$ cat src/rtl/filter_pkg.sv
// Shared types and constants for the time-multiplexed filter controller.
// Holds the controller state encoding, default widths and the clamp helper
// used when the saturating output build (MAC_SAT_EN) is selected.
package filter_pkg;

    typedef enum logic [2:0] {
        IDLE  = 3'd0,
        PRIME = 3'd1,
        MAC   = 3'd2,
        ROUND = 3'd3,
        HOLD  = 3'd4
    } state_t;

    localparam int DATA_W = 8;
    localparam int COEF_W = 16;
    localparam int ACC_W  = 32;
    localparam int OUT_W  = 16;

    // Clamp a signed value to the range representable in w bits (w <= 63).
    function automatic logic signed [63:0] saturate(input logic signed [63:0] v,
                                                    input int w);
        logic signed [63:0] hi;
        logic signed [63:0] lo;
        hi = (64'sd1 <<< (w - 1)) - 64'sd1;
        lo = -hi - 64'sd1;
        if (v > hi)
            return hi;
        else if (v < lo)
            return lo;
        else
            return v;
    endfunction

endpackage

$ cat src/rtl/mac_unit.sv
// Signed multiply-accumulate: acc += sext(a * b) when en, cleared by clr.
// The full-width product is sign-extended into the accumulator; clear wins
// over enable.
module mac_unit #(
    parameter int DATA_W = 8,
    parameter int COEF_W = 16,
    parameter int ACC_W  = 32
) (
    input  logic                     CLK,
    input  logic                     RST_N,
    input  logic                     clr,
    input  logic                     en,
    input  logic signed [DATA_W-1:0] a,
    input  logic signed [COEF_W-1:0] b,
    output logic signed [ACC_W-1:0]  acc
);

    localparam int PROD_W = DATA_W + COEF_W;

    logic signed [PROD_W-1:0] prod;

    // Full-precision signed product of sample and coefficient.
    always_comb begin
        prod = PROD_W'(a) * PROD_W'(b);
    end

    // Accumulator register; clear has priority over accumulate.
    always_ff @(posedge CLK or negedge RST_N) begin
        if (!RST_N)
            acc <= '0;
        else if (clr)
            acc <= '0;
        else if (en)
            acc <= acc + ACC_W'(prod);
    end

endmodule

$ cat src/rtl/mac_scheduler.sv
// Time-multiplexed FIR controller: accepts a sample, walks one MAC unit over
// all taps using an external synchronous coefficient ROM, then presents the
// shifted and width-reduced sum on a valid/ready output.
// Build option: define MAC_SAT_EN to clamp the output instead of wrapping.
// A new sample may be taken on the same edge that the held result is
// consumed, giving one result every N_TAPS+3 cycles under full flow.
module mac_scheduler
    import filter_pkg::*;
#(
    parameter int DATA_W = filter_pkg::DATA_W,
    parameter int COEF_W = filter_pkg::COEF_W,
    parameter int N_TAPS = 8,
    parameter int ACC_W  = filter_pkg::ACC_W,
    parameter int OUT_W  = filter_pkg::OUT_W,
    parameter int SHIFT  = 7
) (
    input  logic                       CLK,
    input  logic                       RST_N,
    input  logic                       EN,
    input  logic                       FLUSH,
    input  logic                       IN_VALID,
    output logic                       IN_READY,
    input  logic signed [DATA_W-1:0]   IN_DATA,
    output logic [$clog2(N_TAPS)-1:0]  COEF_ADDR,
    input  logic signed [COEF_W-1:0]   COEF_DATA,
    output logic                       OUT_VALID,
    input  logic                       OUT_READY,
    output logic signed [OUT_W-1:0]    OUT_DATA,
    output logic                       BUSY
);

    localparam int AW = $clog2(N_TAPS);

    state_t                    state;
    logic signed [DATA_W-1:0]  x [N_TAPS];
    logic [AW-1:0]             k;
    logic signed [ACC_W-1:0]   acc;
    logic signed [ACC_W-1:0]   shifted;
    logic signed [OUT_W-1:0]   reduced;
    logic                      accept;
    logic                      mac_clr;
    logic                      mac_en;

    // Input handshake: open in IDLE, or in HOLD on the cycle the result leaves.
    always_comb begin
        IN_READY = RST_N && EN && !FLUSH &&
                   ((state == IDLE) || ((state == HOLD) && OUT_READY));
        accept   = IN_VALID && IN_READY;
        mac_clr  = FLUSH || accept;
        mac_en   = (state == MAC);
        BUSY     = (state != IDLE);
    end

    // Floor shift and reduction of the finished sum to the output width.
    always_comb begin
        shifted = acc >>> SHIFT;
`ifdef MAC_SAT_EN
        reduced = OUT_W'(saturate(64'(shifted), OUT_W));
`else
        reduced = shifted[OUT_W-1:0];
`endif
    end

    // Delay line: shifts on every accepted sample, cleared by FLUSH.
    always_ff @(posedge CLK or negedge RST_N) begin
        if (!RST_N) begin
            for (int i = 0; i < N_TAPS; i++) x[i] <= '0;
        end else if (FLUSH) begin
            for (int i = 0; i < N_TAPS; i++) x[i] <= '0;
        end else if (accept) begin
            for (int i = N_TAPS - 1; i > 0; i--) x[i] <= x[i-1];
            x[0] <= IN_DATA;
        end
    end

    mac_unit #(
        .DATA_W (DATA_W),
        .COEF_W (COEF_W),
        .ACC_W  (ACC_W)
    ) u_mac (
        .CLK   (CLK),
        .RST_N (RST_N),
        .clr   (mac_clr),
        .en    (mac_en),
        .a     (x[k]),
        .b     (COEF_DATA),
        .acc   (acc)
    );

    // Sequencer: ROM addressing runs two taps ahead of the MAC tap index
    // to cover the one-cycle ROM latency.
    always_ff @(posedge CLK or negedge RST_N) begin
        if (!RST_N) begin
            state     <= IDLE;
            k         <= '0;
            COEF_ADDR <= '0;
            OUT_VALID <= 1'b0;
            OUT_DATA  <= '0;
        end else if (FLUSH) begin
            state     <= IDLE;
            k         <= '0;
            COEF_ADDR <= '0;
            OUT_VALID <= 1'b0;
        end else begin
            case (state)
                IDLE: begin
                    if (accept) begin
                        k         <= '0;
                        COEF_ADDR <= '0;
                        state     <= PRIME;
                    end
                end
                PRIME: begin
                    COEF_ADDR <= AW'(1);
                    state     <= MAC;
                end
                MAC: begin
                    if (int'(k) + 2 < N_TAPS)
                        COEF_ADDR <= AW'(int'(k) + 2);
                    if (k == AW'(N_TAPS - 1))
                        state <= ROUND;
                    else
                        k <= k + 1'b1;
                end
                ROUND: begin
                    OUT_DATA  <= reduced;
                    OUT_VALID <= 1'b1;
                    state     <= HOLD;
                end
                HOLD: begin
                    if (OUT_READY) begin
                        OUT_VALID <= 1'b0;
                        if (accept) begin
                            k         <= '0;
                            COEF_ADDR <= '0;
                            state     <= PRIME;
                        end else begin
                            state <= IDLE;
                        end
                    end
                end
                default: state <= IDLE;
            endcase
        end
    end

endmodule

$ cat config.mk
export PLATFORM = sky130hd
export DESIGN_NAME = mac_scheduler
export DESIGN_NICKNAME = d
export VERILOG_FILES = /design/src/rtl/filter_pkg.sv /design/src/rtl/mac_unit.sv /design/src/rtl/mac_scheduler.sv
export SDC_FILE = /design/constraint.sdc
export NUM_CORES = 1
export LEC_CHECK = 0
export BUFFER_PORTS_ARGS = -buffer_cell sky130_fd_sc_hd__buf_4
export CORE_MARGIN = 4
export CORE_UTILIZATION = 45
export DETAILED_ROUTE_END_ITERATION = 10
export GPL_TIMING_DRIVEN = 0
export PLACE_DENSITY = 0.7
export SYNTH_ARGS = -nofsm -noshare
export SYNTH_HDL_FRONTEND = slang
export SYNTH_SLANG_ARGS = --single-unit
$ cat constraint.sdc
create_clock -name CLK -period 6.7 [get_ports CLK]
set_input_delay 0.67 -clock CLK [delete_from_list [all_inputs] [get_ports CLK]]
set_output_delay 0.67 -clock CLK [all_outputs]
set_load 0.02 [all_outputs]
==> summary.md <==
| Metric | Value |
|---|---|
| Die span in y | `roughly 150 um` |
| Pre-CTS setup slack | `-1535 ps` |
| Clock transition at the registers of the reported paths | `60 ps` |
| Min Tclk post-route | `approximately 6500 ps` |
| Critical R2R Launch | `k[2]$_DFFE_PN0P_` |
| Mapped Avg Cell Area | `about 10 um2` |
| Xor/xnor share of the synthesized area | `2.073%` |
| Crit-path leading delay family | `adder cells` |
| Gp weighted congestion | `about 0.86` |
| Delay of the slowest cell on the worst path | `650 ps` |
| CTS sink cnt | `~110` |
| N_diodes | `0` |
| Synth Area in Adders | `31.96%` |
| P_sw | `0.4606 mW` |
| Via-per-instance ratio | `between 5 and 6` |
| PwrDens | `161.6 nW/um2` |
| Status | `completed` |
| DIE WIDTH | `155.0 um` |
| I/O Buffers | `51` |
| Clock buffer count from CTS | `17` |
| Commonest non-fill, non-tap cell in the layout | `nand2_1` |
| Critical path's most frequent cell | `fa_1` |
| Net Sw Frac | `25.39%` |
| Synth Area in Simple Gates | `16.04%` |
| Setup Crit Path Kind | `reg -> reg` |
| Lkg Pwr | `5.514 nW` |
| Most frequent cells in the layout | `nand2_1 (179), fa_1 (122), dfrtp_1 (113)` |
| Grt ovf | `0` |
| Final hold violation count | `0` |
| Syn Inst Count | `955` |
| Initial antenna violation count | `2` |
| Die area | `~24000 um2` |
| Max Fanout on Critical Path | `17` |
| Global-route wire length before repair | `about 40 mm` |
| Post-synth EDFFs | `0` |
| Fin util | `between 50% and 60%` |
| Worst r2r dst | `u_mac.acc[22]$_DFFE_PN0P_` |
| DRC Markers | `0` |
| CTS tree | `built` |
| Relative slew slack | `between 30% and 40%` |
| Mux contribution to synthesized area | `between 7 and 8%` |
| Fmax | `0.1549 GHz` |
| Synth-to-Final Area Change | `15.50%` |
| Combinational fraction of design power | `10.6%` |
| Worst hold margin | `96.33 ps` |
| Slew @ Worst Pin | `931.4 ps` |
| # fillers | `1854` |
| R2R Setup Slk | `250 ps` |
| Final nets | `1234` |
| Synth warn | `0` |
| Worst Slack Setup Final | `246.2 ps` |
| Max Buffers Root-to-Sink | `2` |
| Slowest cell on the critical path | `mux2i_4` |
| Crit path cell chain | `buf_2 -> mux4_2 -> mux2i_4 -> nand2b_1 -> fa_1 -> fa_1 -> inv_1 -> fa_1 -> fa_1 -> fa_1 -> ha_1 -> o21a_1 -> o21ai_2 -> a2111oi_4 -> nor4_2 -> a211o_1 -> a32o_1` |
| Number of max-cap violations | `0` |
| Post-route ant nets | `0` |
| Largest family of logic cells by synthesized area | `adder cells` |
| # IOs | `52` |
| Post-DP HPWL | `18.21 mm` |
| Setup TNS | `0 ps` |
| Syn Nets | `1160` |
| Drt pass-1 iters | `5` |
| Clock share of power | `around 52%` |
| Period utilisation layout | `96.32%` |
| Internal | `roughly 1.4 mW` |
| DR iter-0 viols | `488` |
| Fraction of layout cells with a size suffix above 1 | `14.49%` |
| CTS HTree Levels | `4` |
| Largest net degree at the start of global routing | `91` |
| Via count | `7041` |
| Buf+Inv Stages, Crit Path | `2` |
| Total track usage | `21.20%` |
| Seq pwr share | `37.9%` |
| Seq/Total Area, Yosys | `29.10%` |
| Data required time of the worst path | `roughly 7000 ps` |
| Hold Crit Class | `in -> async` |
| Final setup fails | `0` |
| Root Driver | `clkbuf_16` |
| Async set-reset flop share out of synthesis | `100.0%` |
| Cell Area, Synth | `approximately 9700 um2` |
| Synth Register Bits | `113` |
| Compound-Gate Fraction of Synth Area | `8.510%` |
| Number of global-route vias before repair | `7659` |
| Clk_skew | `9.428 ps` |
| Area of the core | `21150 um2` |
| Netlist cell types | `50` |
| RSZ-0062 raised after global routing | `yes` |
| WL final | `23.79 mm` |
| R2r worst-path depth | `17` |
| Pwr Total | `~1.8 mW` |
| Std-Cell Rows | `53` |
| Main synth FF type | `dfrtp_1` |
| Max VDD drop | `0.1054 mV` |
| Wire length per cell | `18.06 um` |
| Setup crit start kind | `register` |
| Worst Path Arrival | `approximately 6800 ps` |
| Clk_lat worst skew | `420 ps` |
| Fin. max-slew vios | `0` |
| Starting Density | `45.94%` |
| Critical Path Sink Type | `register` |
-- how the worst max path moves through the flow --
stage,from,slack (ps),depth (start not counted),to
after global routing,k[0]$_DFFE_PN0P_,-8,19,u_mac.acc[22]$_DFFE_PN0P_
final,k[2]$_DFFE_PN0P_,250,17,u_mac.acc[22]$_DFFE_PN0P_
after global placement,k[0]$_DFFE_PN0P_,-1510,19,u_mac.acc[22]$_DFFE_PN0P_
after CTS,k[2]$_DFFE_PN0P_,20,18,u_mac.acc[22]$_DFFE_PN0P_
after detailed placement,k[0]$_DFFE_PN0P_,-1540,19,u_mac.acc[22]$_DFFE_PN0P_
after floorplan,k[0]$_DFFE_PN0P_,160,19,u_mac.acc[22]$_DFFE_PN0P_
-- worst reg2reg max path, delay by kind of cell (launching register included) --
family / cells / cell delay [ps]
DFF: 1 / 400
AOI/OAI and AO/OA: 5 / 1260
adders and majority gates: 6 / 2840
muxes: 2 / 1050
and+or+nand+nor: 2 / 340
buffers and inverters: 2 / 430
-- routing by layer --
| metal | track usage [%] | wire length [um] | vias up |
|---|---|---|---|
| met5 | 0 | 0 | - |
| met4 | 6.056 | 509 | 0 |
| met3 | 4.645 | 1262 | 38 |
| met2 | 35.60 | 11850 | 172 |
| met1 | 27.86 | 10170 | 3574 |
| li1 | - | - | 3257 |
-- power groups by stage --
stage,registers [mW],logic (mW),clock network (mW)
floorplan,0.699,0.112,0
global placement,0.699,0.185,0
detailed placement,0.699,0.191,0
CTS,0.687,0.194,0.945
global route,0.687,0.217,0.975
finish,0.687,0.192,0.935
-- timing repair --
item,in CTS,in global routing
endpoints found under the setup margin,15,7
hold buffers,0,0
cloned,0,0
setup buffers,3,2
resized for setup,24,6
-- per-stage QoR --
step / instance area, um2 / instances
after floorplan: 9718 / 955
after global placement: 10450 / 1281
after detailed placement: 10480 / 1282
after CTS: 11200 / 1316
after global routing: 11220 / 1317
final: 11220 / 1317
-- flip-flops by register name, indices dropped and copies added, names as in the netlist --
| signal | cells |
|---|---|
| COEF_ADDR | 3 |
| OUT_DATA | 16 |
| OUT_VALID | 1 |
| k | 3 |
| state | 3 |
| u_mac.acc | 23 |
| x | 64 |
-- area by class of cell --
| cell class | count | area (um2) | area share, % |
|---|---|---|---|
| tap | 275 | 344.1 | 3.065 |
| timing repair buffer | 57 | 451.7 | 4.024 |
| buffer | 38 | 176.4 | 1.572 |
| inverter | 92 | 345.3 | 3.077 |
| sequential | 113 | 2828 | 25.19 |
| multi-input combinational | 710 | 6474 | 57.67 |
| clock inverter | 12 | 158.9 | 1.416 |
| clock buffer | 20 | 446.7 | 3.979 |
-- cells by family after synthesis --
family	count (synthesis)
AOI/OAI and AO/OA	138
and+or+nand+nor	330
xor gates and xnor gates	23
muxes	44
DFF	113
adders and majority gates	175
buffers and inverters	132
-- cell usage after synthesis (all sizes together) (2+ instances only) --
cell	count	share of area [%]
nor3	7	0.36
ha	53	6.8
clkbuf	32	1.2
nand3	4	0.21
a21oi	78	4.0
o21bai	2	0.15
xnor2	14	1.3
mux2i	8	1.1
fa	122	25
nand2b	20	1.3
inv	92	3.6
buf	8	0.42
and3	3	0.19
xor2	9	0.81
nand4	3	0.19
nor3b	2	0.15
nor2b	58	3.7
or3	2	0.13
dfrtp	113	29
o21a	9	0.70
a21o	4	0.31
a32o	2	0.21
nor2	25	0.97
mux2	20	2.3
nor4	3	0.19
nand2	179	6.9
a22o	9	0.81
and2	8	0.52
and2b	11	0.85
a211o	3	0.27
a221oi	2	0.18
or2	4	0.26
mux4	16	3.7
o21ai	18	0.93
Power figures use the tool's default switching activity.
